### config.mk
export PLATFORM = sky130hd
export DESIGN_NAME = core_sequencer
export DESIGN_NICKNAME = d
export VERILOG_FILES = /design/src/rtl/core_sequencer.sv
export SDC_FILE = /design/constraint.sdc
export NUM_CORES = 1
export LEC_CHECK = 0
export ABC_AREA = 1
export CAP_MARGIN = 20
export CORE_UTILIZATION = 43
export CTS_CLUSTER_DIAMETER = 150
export CTS_CLUSTER_SIZE = 30
export DETAILED_ROUTE_END_ITERATION = 16
export HOLD_SLACK_MARGIN = 0.12
export PLACE_DENSITY = 0.77
export SLEW_MARGIN = 20
export SYNTH_ARGS = -nofsm -noshare
export SYNTH_HDL_FRONTEND = slang
export SYNTH_SLANG_ARGS = --single-unit
export TNS_END_PERCENT = 5
### constraint.sdc
create_clock -name clk -period 1.65 [get_ports clk]
set_input_delay 0.165 -clock clk [delete_from_list [all_inputs] [get_ports clk]]
set_output_delay 0.165 -clock clk [all_outputs]
set_load 0.1 [all_outputs]
### src/rtl/core_sequencer.sv
// Multi-cycle fetch/decode/execute/memory/writeback sequencer for the kakacpu core.
// Optional illegal-instruction trap path enabled by defining KAKACPU_ILLEGAL_TRAP_EN.
package instr_type;
  typedef enum logic [3:0] {
    lui, auipc, jal, jalr, branch_type, load_type, store_type,
    imm_arith_type, reg_arith_type, fence_type, system_type
  } opcode_t;
endpackage

module core_sequencer (
  input  logic                clk,
  input  logic                rst,
  input  instr_type::opcode_t opcode_type,
  input  logic                illegal,
  input  logic                branch_taken,
  output logic                imem_req,
  input  logic                imem_ready,
  output logic                ir_we,
  output logic                dmem_req,
  output logic                dmem_we,
  input  logic                dmem_ready,
  output logic                regfile_we,
  output logic                csr_en,
  output logic                pc_we,
  output logic [1:0]          pc_sel,
  output logic                trap,
  output logic                retire,
  output logic [2:0]          state
);
  import instr_type::*;

  typedef enum logic [2:0] {
    FETCH     = 3'd0,
    DECODE    = 3'd1,
    EXECUTE   = 3'd2,
    MEMORY    = 3'd3,
    WRITEBACK = 3'd4,
    TRAP      = 3'd5
  } state_t;

  state_t  state_q;
  opcode_t class_q;
  logic    illegal_q;

  always_ff @(posedge clk) begin
    if (rst) begin
      state_q <= FETCH;
    end else begin
      case (state_q)
        FETCH:     if (imem_ready) state_q <= DECODE;
        DECODE: begin
`ifdef KAKACPU_ILLEGAL_TRAP_EN
          state_q <= illegal ? TRAP : EXECUTE;
`else
          state_q <= EXECUTE;
`endif
        end
        EXECUTE: begin
          if (illegal_q) begin
            state_q <= FETCH;
          end else begin
            case (class_q)
              load_type, store_type: state_q <= MEMORY;
              lui, auipc, jal, jalr, imm_arith_type, reg_arith_type, system_type:
                state_q <= WRITEBACK;
              default:               state_q <= FETCH;
            endcase
          end
        end
        MEMORY:    if (dmem_ready) state_q <= (class_q == load_type) ? WRITEBACK : FETCH;
        default:   state_q <= FETCH;
      endcase
    end
  end

  // Instruction class is captured once in DECODE; later states use only the latched copy.
  always_ff @(posedge clk) begin
    if (state_q == DECODE) begin
      class_q   <= opcode_type;
      illegal_q <= illegal;
    end
  end

  assign state = rst ? 3'd0 : state_q;

  always_comb begin
    imem_req   = 1'b0;
    ir_we      = 1'b0;
    dmem_req   = 1'b0;
    dmem_we    = 1'b0;
    regfile_we = 1'b0;
    csr_en     = 1'b0;
    pc_we      = 1'b0;
    pc_sel     = 2'd0;
    trap       = 1'b0;
    retire     = 1'b0;
    if (!rst) begin
      case (state_q)
        FETCH: begin
          imem_req = 1'b1;
          ir_we    = imem_ready;
        end
        EXECUTE: begin
          // Illegal (when not trapping), fence and unknown classes retire as no-ops.
          if (illegal_q) begin
            pc_we  = 1'b1;
            retire = 1'b1;
          end else begin
            case (class_q)
              branch_type: begin
                pc_we  = 1'b1;
                pc_sel = branch_taken ? 2'd1 : 2'd0;
                retire = 1'b1;
              end
              load_type, store_type, lui, auipc, jal, jalr,
              imm_arith_type, reg_arith_type, system_type: ;
              default: begin
                pc_we  = 1'b1;
                retire = 1'b1;
              end
            endcase
          end
        end
        MEMORY: begin
          dmem_req = 1'b1;
          dmem_we  = (class_q == store_type);
          if (dmem_ready && class_q == store_type) begin
            pc_we  = 1'b1;
            retire = 1'b1;
          end
        end
        WRITEBACK: begin
          regfile_we = 1'b1;
          pc_we      = 1'b1;
          retire     = 1'b1;
          csr_en     = (class_q == system_type);
          if (class_q == jal)       pc_sel = 2'd1;
          else if (class_q == jalr) pc_sel = 2'd2;
        end
`ifdef KAKACPU_ILLEGAL_TRAP_EN
        TRAP: begin
          trap   = 1'b1;
          pc_we  = 1'b1;
          pc_sel = 2'd3;
        end
`endif
        default: ;
      endcase
    end
  end
endmodule

==> results of run 1 <==
per-stage QoR:
step           worst slack (ns)  area, um^2  std cells
3_5_place_dp             0.0682        1100        136
4_1_cts                 -0.0634        1180        144
6_report                -0.0555        1190        144
2_1_floorplan            -0.741         724         98
3_3_place_gp             0.0946        1100        136
5_1_grt                  -0.148        1190        144
cell usage after synthesis:
cell | number | share of area
sky130_fd_sc_hd__inv_1 | 13 | 0.073
sky130_fd_sc_hd__a21oi_1 | 3 | 0.023
sky130_fd_sc_hd__o21ai_1 | 2 | 0.015
sky130_fd_sc_hd__buf_4 | 2 | 0.023
sky130_fd_sc_hd__nor4_1 | 1 | 0.0094
sky130_fd_sc_hd__nor2_4 | 1 | 0.017
sky130_fd_sc_hd__edfxtp_1 | 5 | 0.23
sky130_fd_sc_hd__ha_1 | 1 | 0.019
sky130_fd_sc_hd__nand2_2 | 3 | 0.028
sky130_fd_sc_hd__nor3_4 | 1 | 0.024
sky130_fd_sc_hd__nor2_1 | 14 | 0.079
sky130_fd_sc_hd__nand3_1 | 4 | 0.030
sky130_fd_sc_hd__nor2_2 | 1 | 0.0094
sky130_fd_sc_hd__conb_1 | 1 | 0.0056
sky130_fd_sc_hd__inv_2 | 3 | 0.017
sky130_fd_sc_hd__buf_2 | 1 | 0.0075
sky130_fd_sc_hd__dfxtp_1 | 5 | 0.15
sky130_fd_sc_hd__nand4_1 | 2 | 0.019
sky130_fd_sc_hd__nand2_1 | 28 | 0.16
sky130_fd_sc_hd__o21ai_0 | 1 | 0.0075
sky130_fd_sc_hd__o21ai_2 | 1 | 0.013
sky130_fd_sc_hd__nor3_1 | 4 | 0.030
sky130_fd_sc_hd__nor4_2 | 1 | 0.019
critical path: stages, from the launching register on:
cell and delay, ns:
sky130_fd_sc_hd__edfxtp_1 0.43, sky130_fd_sc_hd__buf_6 0.15, sky130_fd_sc_hd__nor3_1 0.18, sky130_fd_sc_hd__nand4_1 0.13, sky130_fd_sc_hd__a21oi_2 0.19, sky130_fd_sc_hd__buf_12 0.19
power by group through the flow:
stage | logic, mW | clock network (mW) | registers (mW)
6_report | 0.387 | 0.178 | 0.318
5_1_grt | 0.413 | 0.193 | 0.321
4_1_cts | 0.382 | 0.184 | 0.317
3_5_place_dp | 0.361 | 0 | 0.318
3_3_place_gp | 0.352 | 0 | 0.317
2_1_floorplan | 0.245 | 0 | 0.314
cell families (layout without fill, tap and decap cells):
kind of cell / after synthesis / in the layout
and+or+nand+nor: 60 / 60
buffers and inverters: 19 / 50
DFF: 10 / 10
AOI/OAI and AO/OA: 7 / 7
other: 1 / 1
adders and majority gates: 1 / 1
timing repair:
item                                    in CTS  in global routing
setup buffers                                4                  0
hold endpoints to repair                     0                  0
resized for setup                            9                  2
endpoints found under the setup margin       8                  6
pin swaps                                    6                  1
layout by cell type (no fill, tap or decap), types with 2 or more instances in the layout:
cell | synthesis | routed
sky130_fd_sc_hd__edfxtp_1 | 5 | 5
sky130_fd_sc_hd__o21ai_2 | 1 | 2
sky130_fd_sc_hd__inv_1 | 13 | 11
sky130_fd_sc_hd__dfxtp_1 | 5 | 3
sky130_fd_sc_hd__inv_2 | 3 | 4
sky130_fd_sc_hd__clkbuf_4 | 0 | 3
sky130_fd_sc_hd__clkdlybuf4s50_1 | 0 | 9
sky130_fd_sc_hd__nor3_4 | 1 | 2
sky130_fd_sc_hd__nand3_1 | 4 | 4
sky130_fd_sc_hd__a21oi_1 | 3 | 2
sky130_fd_sc_hd__nor3_1 | 4 | 2
sky130_fd_sc_hd__nor2_4 | 1 | 3
sky130_fd_sc_hd__o21ai_1 | 2 | 2
sky130_fd_sc_hd__buf_4 | 2 | 7
sky130_fd_sc_hd__buf_12 | 0 | 13
sky130_fd_sc_hd__nor2_1 | 14 | 13
sky130_fd_sc_hd__nor4_4 | 0 | 2
sky130_fd_sc_hd__nand4_1 | 2 | 2
sky130_fd_sc_hd__nand2_2 | 3 | 5
sky130_fd_sc_hd__nand2_1 | 28 | 25
how the worst min path moves through the flow:
stage	start	endpoint	slack, ns	depth (start not counted)
floorplan	opcode_type[0]	class_q[0]$_DFFE_PP_	0.26	0
global placement	flip-flop	state_q[0]$_SDFFE_PP0P_	0.58	4
detailed placement	flip-flop	state_q[1]$_SDFFE_PP0P_	0.58	4
CTS	illegal	illegal_q$_DFFE_PP_	0.47	1
global route	illegal	illegal_q$_DFFE_PP_	0.46	1
finish	illegal	illegal_q$_DFFE_PP_	0.47	1
area by class of cell:
class,instances,area (um^2)
Inverter,16,62.6
Clock buffer,4,26.3
Fill cell,80,180
Sequential cell,10,255
Multi-Input combinational cell,69,409
Tap cell,15,18.8
Timing Repair Buffer,30,414
metal layers:
metal | vias to the layer above | track usage | share of wire
met5 | - | 0 | 0
met4 | 0 | 0.121 | 0
met3 | 0 | 0.0160 | 0.044
met2 | 32 | 0.453 | 0.53
met1 | 326 | 0.286 | 0.42
li1 | 374 | - | -
==> implementation parameters, run 1 <==
Parameter                              Value

Synthesis
  Xor-xnor portion of the synthesized cell area ... 0
  Post-synthesis instance area ... around 670 um^2
  Number of warnings issued by yosys ... 0
  Syn_nets ... ~110
  Share of cell area taken by muxes after synthesis ... 0
  Avg Inst Size Synth ... 6.81 um^2
  Synthesized flop and latch total ... 10
  Compound-Gate Fraction of Synth Area ... 0.0582
  Post-synthesis instance total ... 98
  Number of distinct library cells after synthesis ... 23
  Sequential-to-total area share from yosys stat ... 0.375
  Simple-gate share of the synthesized area ... 0.422
  Synth Area in Adders ... 0.0188
  Combinational family with the most area after synthesis ... simple AND/OR/NAND/NOR gates

Min path
  Class of the most critical hold timing path ... primary input to flip-flop

GRT
  Total routing resource utilization after global routing ... 0.247
  Global-route wire length before repair ... about 2700 um
  Antenna violations before repair ... 0
  Total global routing overflow ... 0
  Largest net degree at the start of global routing ... 10
  Via count of the first global-routing pass ... 650

Worst setup path
  Category of the worst setup path capture point ... output port
  Logic depth of the worst register-to-register path ... 8
  Endpoint required time on the critical path ... between 1 and 1.5 ns
  Type of the worst setup path ... flip-flop to output port
  Critical-path maximum fanout ... 3
  Reg2reg start ... state_q[1]$_SDFFE_PP0P_
  Reg-to-reg slack, setup ... roughly 0.15 ns
  Worst setup endpoint ... pc_sel[0]
  Type of element launching the critical path ... flip-flop
  Arrival time at the worst endpoint ... roughly 1.5 ns
  Launch point of the critical path ... class_q[0]$_DFFE_PP_

Drt
  Routed via count divided by cell count ... a little over 5
  Antenna violation net count after detailed routing ... 0
  Final wirelength ... ~1800 um
  DRC Markers ... 0
  Drt first pass iters ... 4
  DRC violation total after the first TritonRoute iteration ... 23
  Average routed wire per standard cell ... between 10 and 15 um
  Vias ... 732

Clock network
  CTS root buffer ... sky130_fd_sc_hd__clkbuf_4
  Sinks on Clock Net ... 10
  Total clock buffers created by CTS ... 3
  Worst skew pair latency ... approximately 0.26 ns
  Clock buffer depth ... 2
  Number of buffers inserted for hold repair after clock tree synthesis ... 0
  CTS clock-pin slew for the worst setup and hold paths ... roughly 0.070 ns
  Clock H-tree levels ... 1
  CTS tree ... yes

Final layout
  End-of-flow core utilization ... 0.868
  Final nets ... between 100 and 150
  Area grow syn2layout ... 77.9%
  Ratio of cells with drive above 1 in the final layout ... 0.372
  Antenna cells ... 0

Power and ir drop
  Pwr dens ... 744 nW/um^2
  Proportion of power drawn by flip-flops and latches ... 0.361
  Net switching fraction of the power ... 0.405
  Internal Power ... roughly 0.53 mW
  Share of power burned in the clock network ... 0.201
  Net switching component of the power ... 0.358 mW
  Total power of the final layout ... between 0.8 and 0.9 mW
  Worst supply voltage drop on vdd ... about 0.00071 V
  Combinational group share of total power ... 0.438
  Leakage power summed over all cells ... 0.546 nW

STA
  Setup Total Neg Slack ... -0.138 ns
  Final setup viols ... 4
  Setup repair after global routing missed its margin ... true
  Worst-case clock skew ... around 0.0042 ns
  Worst hold slack ... 0.472 ns
  Tmin final ... 1.71 ns
  Maximum operating frequency ... around 600 MHz
  Fin worst setup slack ... -0.0555 ns
  Total count of max-transition violations in the final report ... 0
  Period utilisation layout ... 1.03
  Number of hold violations in the final report ... 0

Placement
  PortBufs ... 22
  Half-perimeter wire length after detailed placement ... 1390 um
  Final Wtd Congestion ... approximately 0.86

Die
  Core Rows ... 13
  Die area ... ~1700 um^2
  Area inside the core boundary ... roughly 1400 um^2
  Y dimension of the die ... roughly 41 um
  Number of top-level pins ... 24
  Initial core utilization ... 0.488
  Die X-Extent ... approximately 41 um

Flow run
  Total of max-cap violations ... 0

Status
  Status ... complete, but fails checks
  Violated checks ... negative setup slack
No activity file was read; power rests on OpenSTA's default activity.
==> run 2, diff against run 1 <==
Settings changed: SKIP_LAST_GASP set to 1.
==> run 2 against run 1 <==
- the run still ends with negative setup slack left
- total power is 0.19% higher
- global-route usage is the same
- die area did not move
- maximum frequency is essentially flat
- combinational power about the same
- clock power about the same
- clock skew fell by 0.00087 ns
- sequential power about the same
- critical path depth stayed put
- worst hold slack about the same
- flip-flop and latch count unchanged
- critical path type unchanged
- critical endpoint unchanged
- largest cell class unchanged
- largest power group unchanged
- highest routed layer is now met4
==> implementation parameters, run 2 (same netlist as run 1, synthesis figures left out) <==
Parameter                              Value

Flow run
  Total of max-cap violations ... 0 (unchanged)

STA
  Period utilisation layout ... 1.03 (about the same)
  Final setup viols ... 5 (was 4)
  Worst-case clock skew ... 0.00338 ns (was 0.00425 ns)
  Fin worst setup slack ... -0.0553 ns (was -0.0555 ns)
  Total count of max-transition violations in the final report ... 0 (unchanged)
  Setup repair after global routing missed its margin ... true (unchanged)
  Maximum operating frequency ... 586 MHz (about the same)
  Tmin final ... 1.71 ns (about the same)
  Number of hold violations in the final report ... 0 (unchanged)
  Worst hold slack ... 0.472 ns (about the same)

Die
  Initial core utilization ... 0.488 (unchanged)
  Die X-Extent ... 41.4 um (unchanged)
  Core Rows ... 13 (unchanged)
  Die area ... 1710 um^2 (unchanged)
  Y dimension of the die ... 41.4 um (unchanged)
  Number of top-level pins ... 24 (unchanged)
  Area inside the core boundary ... 1370 um^2 (unchanged)

Clock network
  CTS clock-pin slew for the worst setup and hold paths ... 0.07 ns (about the same)
  Clock buffer depth ... 2 (unchanged)
  Sinks on Clock Net ... 10 (unchanged)
  Clock H-tree levels ... 1 (unchanged)
  Worst skew pair latency ... 0.26 ns (about the same)
  CTS tree ... yes (unchanged)
  Total clock buffers created by CTS ... 3 (unchanged)
  CTS root buffer ... sky130_fd_sc_hd__clkbuf_4 (unchanged)

Power and ir drop
  Net switching component of the power ... 0.359 mW (was 0.358 mW)
  Proportion of power drawn by flip-flops and latches ... 0.360 (was 0.361)
  Net switching fraction of the power ... 0.406 (was 0.405)
  Pwr dens ... 746 nW/um^2 (was 744 nW/um^2)
  Share of power burned in the clock network ... 0.202 (was 0.201)
  Combinational group share of total power ... 0.438 (about the same)
  Internal Power ... 0.525 mW (about the same)
  Worst supply voltage drop on vdd ... 0.000718 V (was 0.000715 V)
  Leakage power summed over all cells ... 0.545 nW (was 0.546 nW)

Worst setup path
  Critical path cell sequence ... buf_6 -> nor3_1 -> nand4_1 -> a21oi_2 -> buf_12 (unchanged)
  Category of the worst setup path capture point ... output port (unchanged)
  Critical-path maximum fanout ... 3 (unchanged)
  Worst path bufs/invs ... 2 (unchanged)
  Endpoint required time on the critical path ... 1.48 ns (about the same)
  Slowest Stage Delay on Critical Path ... 0.43 ns (about the same)
  Type of the worst setup path ... flip-flop to output port (unchanged)
  Arrival time at the worst endpoint ... 1.54 ns (about the same)
  Type of element launching the critical path ... flip-flop (unchanged)
  Cell type group with the largest total delay on the critical path ... flip-flops (unchanged)
  Standard cell with the maximum stage delay on the critical path ... sky130_fd_sc_hd__edfxtp_1 (unchanged)
  Reg-to-reg slack, setup ... 0.15 ns (about the same)

GRT
  Antenna violations before repair ... 0 (unchanged)
  Total global routing overflow ... 0 (unchanged)
  Largest net degree at the start of global routing ... 10 (unchanged)
  Global-route wire length before repair ... 2660 um (unchanged)
  Via count of the first global-routing pass ... 650 (unchanged)
  Total routing resource utilization after global routing ... 0.247 (unchanged)

Final layout
  Final nets ... 141 (unchanged)
  Post-route non-filler standard cell count ... 144 (unchanged)
  Ratio of cells with drive above 1 in the final layout ... 0.372 (unchanged)
  Most common cell after layout, fill and taps aside ... sky130_fd_sc_hd__nand2_1 (unchanged)
  Commonest cells after routing, fill and taps aside ... sky130_fd_sc_hd__nand2_1, sky130_fd_sc_hd__nor2_1, sky130_fd_sc_hd__buf_12, sky130_fd_sc_hd__inv_1, sky130_fd_sc_hd__clkdlybuf4s50_1 (unchanged)
  Area grow syn2layout ... 77.9% (unchanged)
  Antenna cells ... 0 (unchanged)
  Filler cell count ... 80 (unchanged)

Drt
  Average routed wire per standard cell ... 12.9 um (was 12.8 um)
  DRC violation total after the first TritonRoute iteration ... 22 (was 23)
  Final wirelength ... 1850 um (was 1840 um)
  Vias ... 731 (was 732)
  DRC Markers ... 0 (unchanged)
  Antenna violation net count after detailed routing ... 0 (unchanged)
  Routed via count divided by cell count ... 5.08 (about the same)
  Drt first pass iters ... 4 (unchanged)

Placement
  Post-placement cell count ... 136 (unchanged)
  PortBufs ... 22 (unchanged)
  Final Wtd Congestion ... 0.857 (unchanged)
  Half-perimeter wire length after detailed placement ... 1390 um (unchanged)

Min path
  Class of the most critical hold timing path ... primary input to flip-flop (unchanged)

Status
  Status ... complete, but fails checks (unchanged)
  Violated checks ... negative setup slack (unchanged)
-- run 2: final timing paths --
check | startpoint | endpoint | cells after the start
max | class_q[0]$_DFFE_PP_ | pc_sel[0] | 5
min | illegal | illegal_q$_DFFE_PP_ | 1
max reg2reg | state_q[1]$_SDFFE_PP0P_ | flip-flop | 8
min reg2reg | flip-flop | state_q[2]$_SDFFE_PP0P_ | 4
-- run 2: power groups by stage --
stage	clock network [mW]	registers (mW)	logic (mW)
after global placement	0	0.317	0.352
after floorplan	0	0.314	0.245
final	0.178	0.318	0.388
after CTS	0.184	0.317	0.382
after global routing	0.193	0.321	0.413
after detailed placement	0	0.318	0.361
-- run 2: timing repair --
action,4_1_cts,5_1_grt
hold buffers,0,0
endpoints found under the setup margin,8,6
setup buffers,4,0
gates resized for setup,9,2
pin swaps,4,1
-- run 2: layout make-up --
type	instances	area [um^2]	share of cell area
Clock buffer	4	26.3	0.0222
Multi-Input combinational cell	69	409	0.345
Inverter	16	62.6	0.0527
Tap cell	15	18.8	0.0158
Sequential cell	10	255	0.215
Timing Repair Buffer	30	414	0.349
-- run 2: per-stage QoR --
stage | total power [mW] | setup WS [ns] | cell area [um^2] | setup TNS [ns] | util
after floorplan | 0.559 | -0.741 | 724 | -4.11 | -
after global placement | 0.668 | 0.0946 | 1100 | 0 | 0.808
after detailed placement | 0.678 | 0.0682 | 1100 | 0 | 0.808
after CTS | 0.883 | -0.0634 | 1180 | -0.225 | 0.863
after global routing | 0.927 | -0.148 | 1190 | -0.683 | 0.868
final | 0.885 | -0.0553 | 1190 | -0.186 | 0.868
-- run 2: worst register-to-register path: cells and delay by family (launching register included) --
kind / cells / cell delay, ns
fa+ha+maj: 1 / 0.28
flops: 1 / 0.50
compound gates: 1 / 0.10
simple gates: 4 / 0.33
buf+inv: 2 / 0.19
-- run 2: routing by layer --
layer	GRT usage	up-vias	wire, um
met5	0	-	0
met4	0.121	0	12
met3	0.0160	2	93
met2	0.453	28	970
met1	0.286	330	777
li1	-	371	-
==> edit 1 (flow settings as in run 2) <==
Build with the macro `KAKACPU_ILLEGAL_TRAP_EN` defined.
--- a/src/rtl/core_sequencer.sv
+++ b/src/rtl/core_sequencer.sv
@@ -1,5 +1,7 @@
 // Multi-cycle fetch/decode/execute/memory/writeback sequencer for the kakacpu core.
 // Optional illegal-instruction trap path enabled by defining KAKACPU_ILLEGAL_TRAP_EN.
+`define KAKACPU_ILLEGAL_TRAP_EN
+
 package instr_type;
   typedef enum logic [3:0] {
     lui, auipc, jal, jalr, branch_type, load_type, store_type,
Function: changed (Yosys sat finds a counterexample within 4 cycles, from zero or initial values and one cycle with rst high).
==> edit 1 against run 2 <==
Synthesized area grew 6.6%; synthesized cell count up 11%; register-to-register slack worse by 0.06 ns; utilization fell by 5.4 points; count of clock-buffer cells in the layout is the same; routed wire length fell by 3.2%; setup slack lost 0.022 ns; clock power increased by 21%; sequential cell count unchanged; the flow still finishes with violations (negative setup slack); sequential power is 17% higher; total power is 34% higher; final area increased by 4.6%.
==> edit 1: results (changes against run 2) <==
stage,metric,value,unit,change
timing,final setup fails,4,,was 5
status,failing checks,negative setup slack,,unchanged
synthesis,synth unique cells,21,,was 23
routing,met2 wire len,950,um,was 970 um
place,sum of net half-perimeters after detailed placement,1360,um,was 1390 um
worst_hold_path,worst hold endpoint,class_q[2],,was illegal_q
synthesis,syn nets,120,,was 109
pwr,Peak VDD IR,0.627,mV,was 0.718 mV
global_routing,GR Layer Usage met1,0.249,,was 0.286
routing,total wire length,1790,um,was 1850 um
worst_setup_path,worst stage delay on the critical path,0.45,ns,was 0.43 ns
global_routing,vias in the first global route,721,,was 650
final_layout,Fillers,101,,was 80
timing,final setup margin,-0.0769,ns,was -0.0553 ns
worst_setup_path,Reg2Reg Launch Point,state_q[2],,was state_q[1]
worst_setup_path,crit path buf inv count,1,,was 2
timing,setup_tns,-0.251,ns,was -0.186 ns
status,status,"finished, violations left",,unchanged
place,worst slack at placement,0.169,ns,was 0.0682 ns
worst_setup_path,FF-to-FF setup slack,0.09,ns,was 0.15 ns
routing,vias per cell,5.05,,was 5.08
pwr,Leak Pwr,0.548,nW,was 0.545 nW
place,IO Port Bufs,23,,was 22
global_routing,largest net degree at the start of global routing,16,,was 10
routing,M1 WL,729,um,was 777 um
routing,Detailed Route Iter0 Violations,21,,was 22
cts,cts repair resizes,8,,was 9
global_routing,met2 Use GR,0.370,,was 0.453
[edit 1: changes by cell type in the layout (fill, tap and decap cells not counted), moves of 2 or more]
cell,before,now
nor3_1,2,0
a21oi_2,1,3
nor3_4,2,0
o21ai_1,2,4
nor2_2,0,6
buf_4,7,4
a21oi_1,2,0
nand3_1,4,10
nand2_1,25,28
nor3_2,1,3
nor4_4,2,0
[edit 1: report_power, final]
part | internal [mW] | switching [mW] | leakage, nW
sequential | 0.322 | 0.0493 | 0.0889
clock | 0.134 | 0.0818 | 0.0210
combinational | 0.212 | 0.385 | 0.439
total | 0.668 | 0.516 | 0.548
[edit 1: area by class of cell]
cell class	count	area [um2]	area share
clock buffer	4	36.3	0.0292
inverter	17	66.3	0.0534
multi-input combinational	81	452	0.364
sequential	10	255	0.206
tap	16	20.0	0.0161
timing repair buffer	28	412	0.332
==> edit 2 (config.mk and constraints of run 2) <==
Made on the original files. Make the reset (`rst`) asynchronous in one clocked block.
--- a/src/rtl/core_sequencer.sv
+++ b/src/rtl/core_sequencer.sv
@@ -42,7 +42,7 @@
   opcode_t class_q;
   logic    illegal_q;
 
-  always_ff @(posedge clk) begin
+  always_ff @(posedge clk or posedge rst) begin
     if (rst) begin
       state_q <= FETCH;
     end else begin
Check against the original RTL: no difference found for any inputs over 10 cycles, from zero or initial values and one cycle with rst high; that may be too few to reach the edited logic, so the function may still have changed.
==> edit 2 against run 2 <==
The run still ends with negative setup slack left; sequential cell count did not move; global-route usage grew 3.9 points; count of clock-buffer cells in the layout unchanged; synthesized area shrank 0.94%; final area up 4.6%; highest routed layer unchanged; largest cell class unchanged; setup slack worse by 0.099 ns; utilization rose by 4.0 points; routed wire length rose by 20%.
Power is not compared: it rests on default switching activity, and its combinational part moved more than twofold at a synthesized area within 25%.
==> edit 2: results (changes against run 2) <==
stage,metric,value,unit,change
job,max-cap violations,0,,unchanged
global_routing,largest net degree at the start of global routing,7,,was 10
worst_setup_path,Reg2Reg Launch Point,state_q[2],,was state_q[1]
pwr,Peak VDD IR,1.11,mV,
global_routing,vias in the first global route,676,,was 650
cts,"Clk Latency, worst-skew pair",0.27,ns,
place,gpl congestion,0.850,,was 0.857
status,status,"finished, violations left",,unchanged
cts,Root Buffer Master,clkbuf_4,,unchanged
timing,final setup fails,8,,was 5
routing,Met3 Wirelength,204,um,was 93 um
pwr,clock share of power,0.106,,
timing,clock skew,0.00523,ns,was 0.00338 ns
synthesis,synth unique cells,22,,was 23
status,failing checks,negative setup slack,,unchanged
synthesis,"Async S/R FF share, synth",0.300,,was 0
synthesis,"top cells by area, synth","edfxtp_1 23%, dfrtp_1 11%, nand2_1 9.7%, inv_1 8.5%, nor2_1 7.4%",,"was edfxtp_1 23%, nand2_1 16%, dfxtp_1 15%, nor2_1 7.9%, inv_1 7.3%"
routing,M1 WL,801,um,was 777 um
worst_hold_path,min-delay worst type,primary input to asynchronous set/reset pin,,was primary input to flip-flop
final_layout,Non-Filler Instances,140,,was 144
global_routing,GR Layer Usage met1,0.275,,was 0.286
timing,final setup margin,-0.155,ns,was -0.0553 ns
routing,DR top layer,met4,,unchanged
place,DP Cell Count,128,,was 136
global_routing,overall routing resource usage,0.285,,was 0.247
global_routing,first-pass GRT wire length,2950,um,was 2660 um
place,sum of net half-perimeters after detailed placement,1470,um,was 1390 um
routing,Pre-antenna DRT Iters,5,,was 4
synthesis,most frequent cells after synthesis,"17 x nand2_1, 15 x inv_1, 13 x nor2_1",,"was 28 x nand2_1, 14 x nor2_1, 13 x inv_1"
final_layout,Fillers,58,,was 80
cts,H-tree depth,1,,unchanged
pwr,Comb power frac,0.669,,
routing,Detailed Route Iter0 Violations,20,,was 22
global_routing,met2 Use GR,0.520,,was 0.453
global_routing,met3 usage,0.0652,,was 0.0160
routing,met2 wire len,1110,um,was 970 um
routing,vias,800,,was 731
synthesis,register area share after synthesis,0.402,,was 0.375
synthesis,Syn Inst Count,91,,was 98
synthesis,Post-synth EDFFs,5,,unchanged
routing,total wire length,2220,um,was 1850 um
synthesis,syn nets,102,,was 109
synthesis,"area leader, netlist",edfxtp_1,,unchanged
worst_setup_path,FF-to-FF setup slack,0.11,ns,was 0.15 ns
final_layout,share of layout cells above drive strength 1,0.456,,was 0.372
edit 2: final cells by class:
| class | instances | share of cell area |
|---|---|---|
| timing repair buffer | 33 | 0.352 |
| multi-input combinational | 60 | 0.335 |
| sequential | 10 | 0.215 |
| inverter | 18 | 0.0544 |
| clock buffer | 4 | 0.0292 |
| tap | 15 | 0.0151 |
edit 2: worst max-delay path by stage:
stage | from | slack (ns) | end
final | class_q[0] | -0.15 | retire
after global routing | class_q[0] | -0.22 | pc_we
after CTS | class_q[0] | -0.11 | retire
after detailed placement | class_q[0] | 0.05 | retire
after global placement | state_q[0] | 0.15 | pc_we
after floorplan | state_q[2] | -0.27 | dmem_we
edit 2: cells by family after synthesis:
kind of cell,count (synthesis),share of synthesized area
compound gates,12,0.102
fa+ha+maj,1,0.0189
buf+inv,21,0.131
flops,10,0.402
other cells,1,0.00568
simple gates,46,0.341
edit 2: what timing repair did:
action | CTS | global route
gates cloned | 0 | 0
setup endpoints to repair | 10 | 11
gates resized for setup | 10 | 7
pin swaps | 5 | 6
endpoints found under the hold margin | 0 | 0
buffers inserted | 3 | 5
edit 2: worst max-delay path, cell delays in order, from the launching register on:
cell and delay, ns:
edfxtp_1 0.43, buf_6 0.15, o21ai_2 0.13, nand2_1 0.08
a21oi_2 0.16, nor2_2 0.06, nor2_4 0.16, buf_12 0.19
edit 2: metrics by stage:
step | hold slack [ns] | worst slack (ns) | setup TNS [ns] | area (um2) | utilization
finish | 0.398 | -0.155 | -0.675 | 1240 | 0.908
global route | 0.423 | -0.224 | -1.17 | 1240 | 0.908
CTS | 0.379 | -0.110 | -0.444 | 1180 | 0.862
detailed placement | 0.481 | 0.0473 | 0 | 1100 | 0.803
global placement | 0.447 | 0.151 | 0 | 1100 | 0.803
floorplan | 0.248 | -0.275 | -2.22 | 737 | -
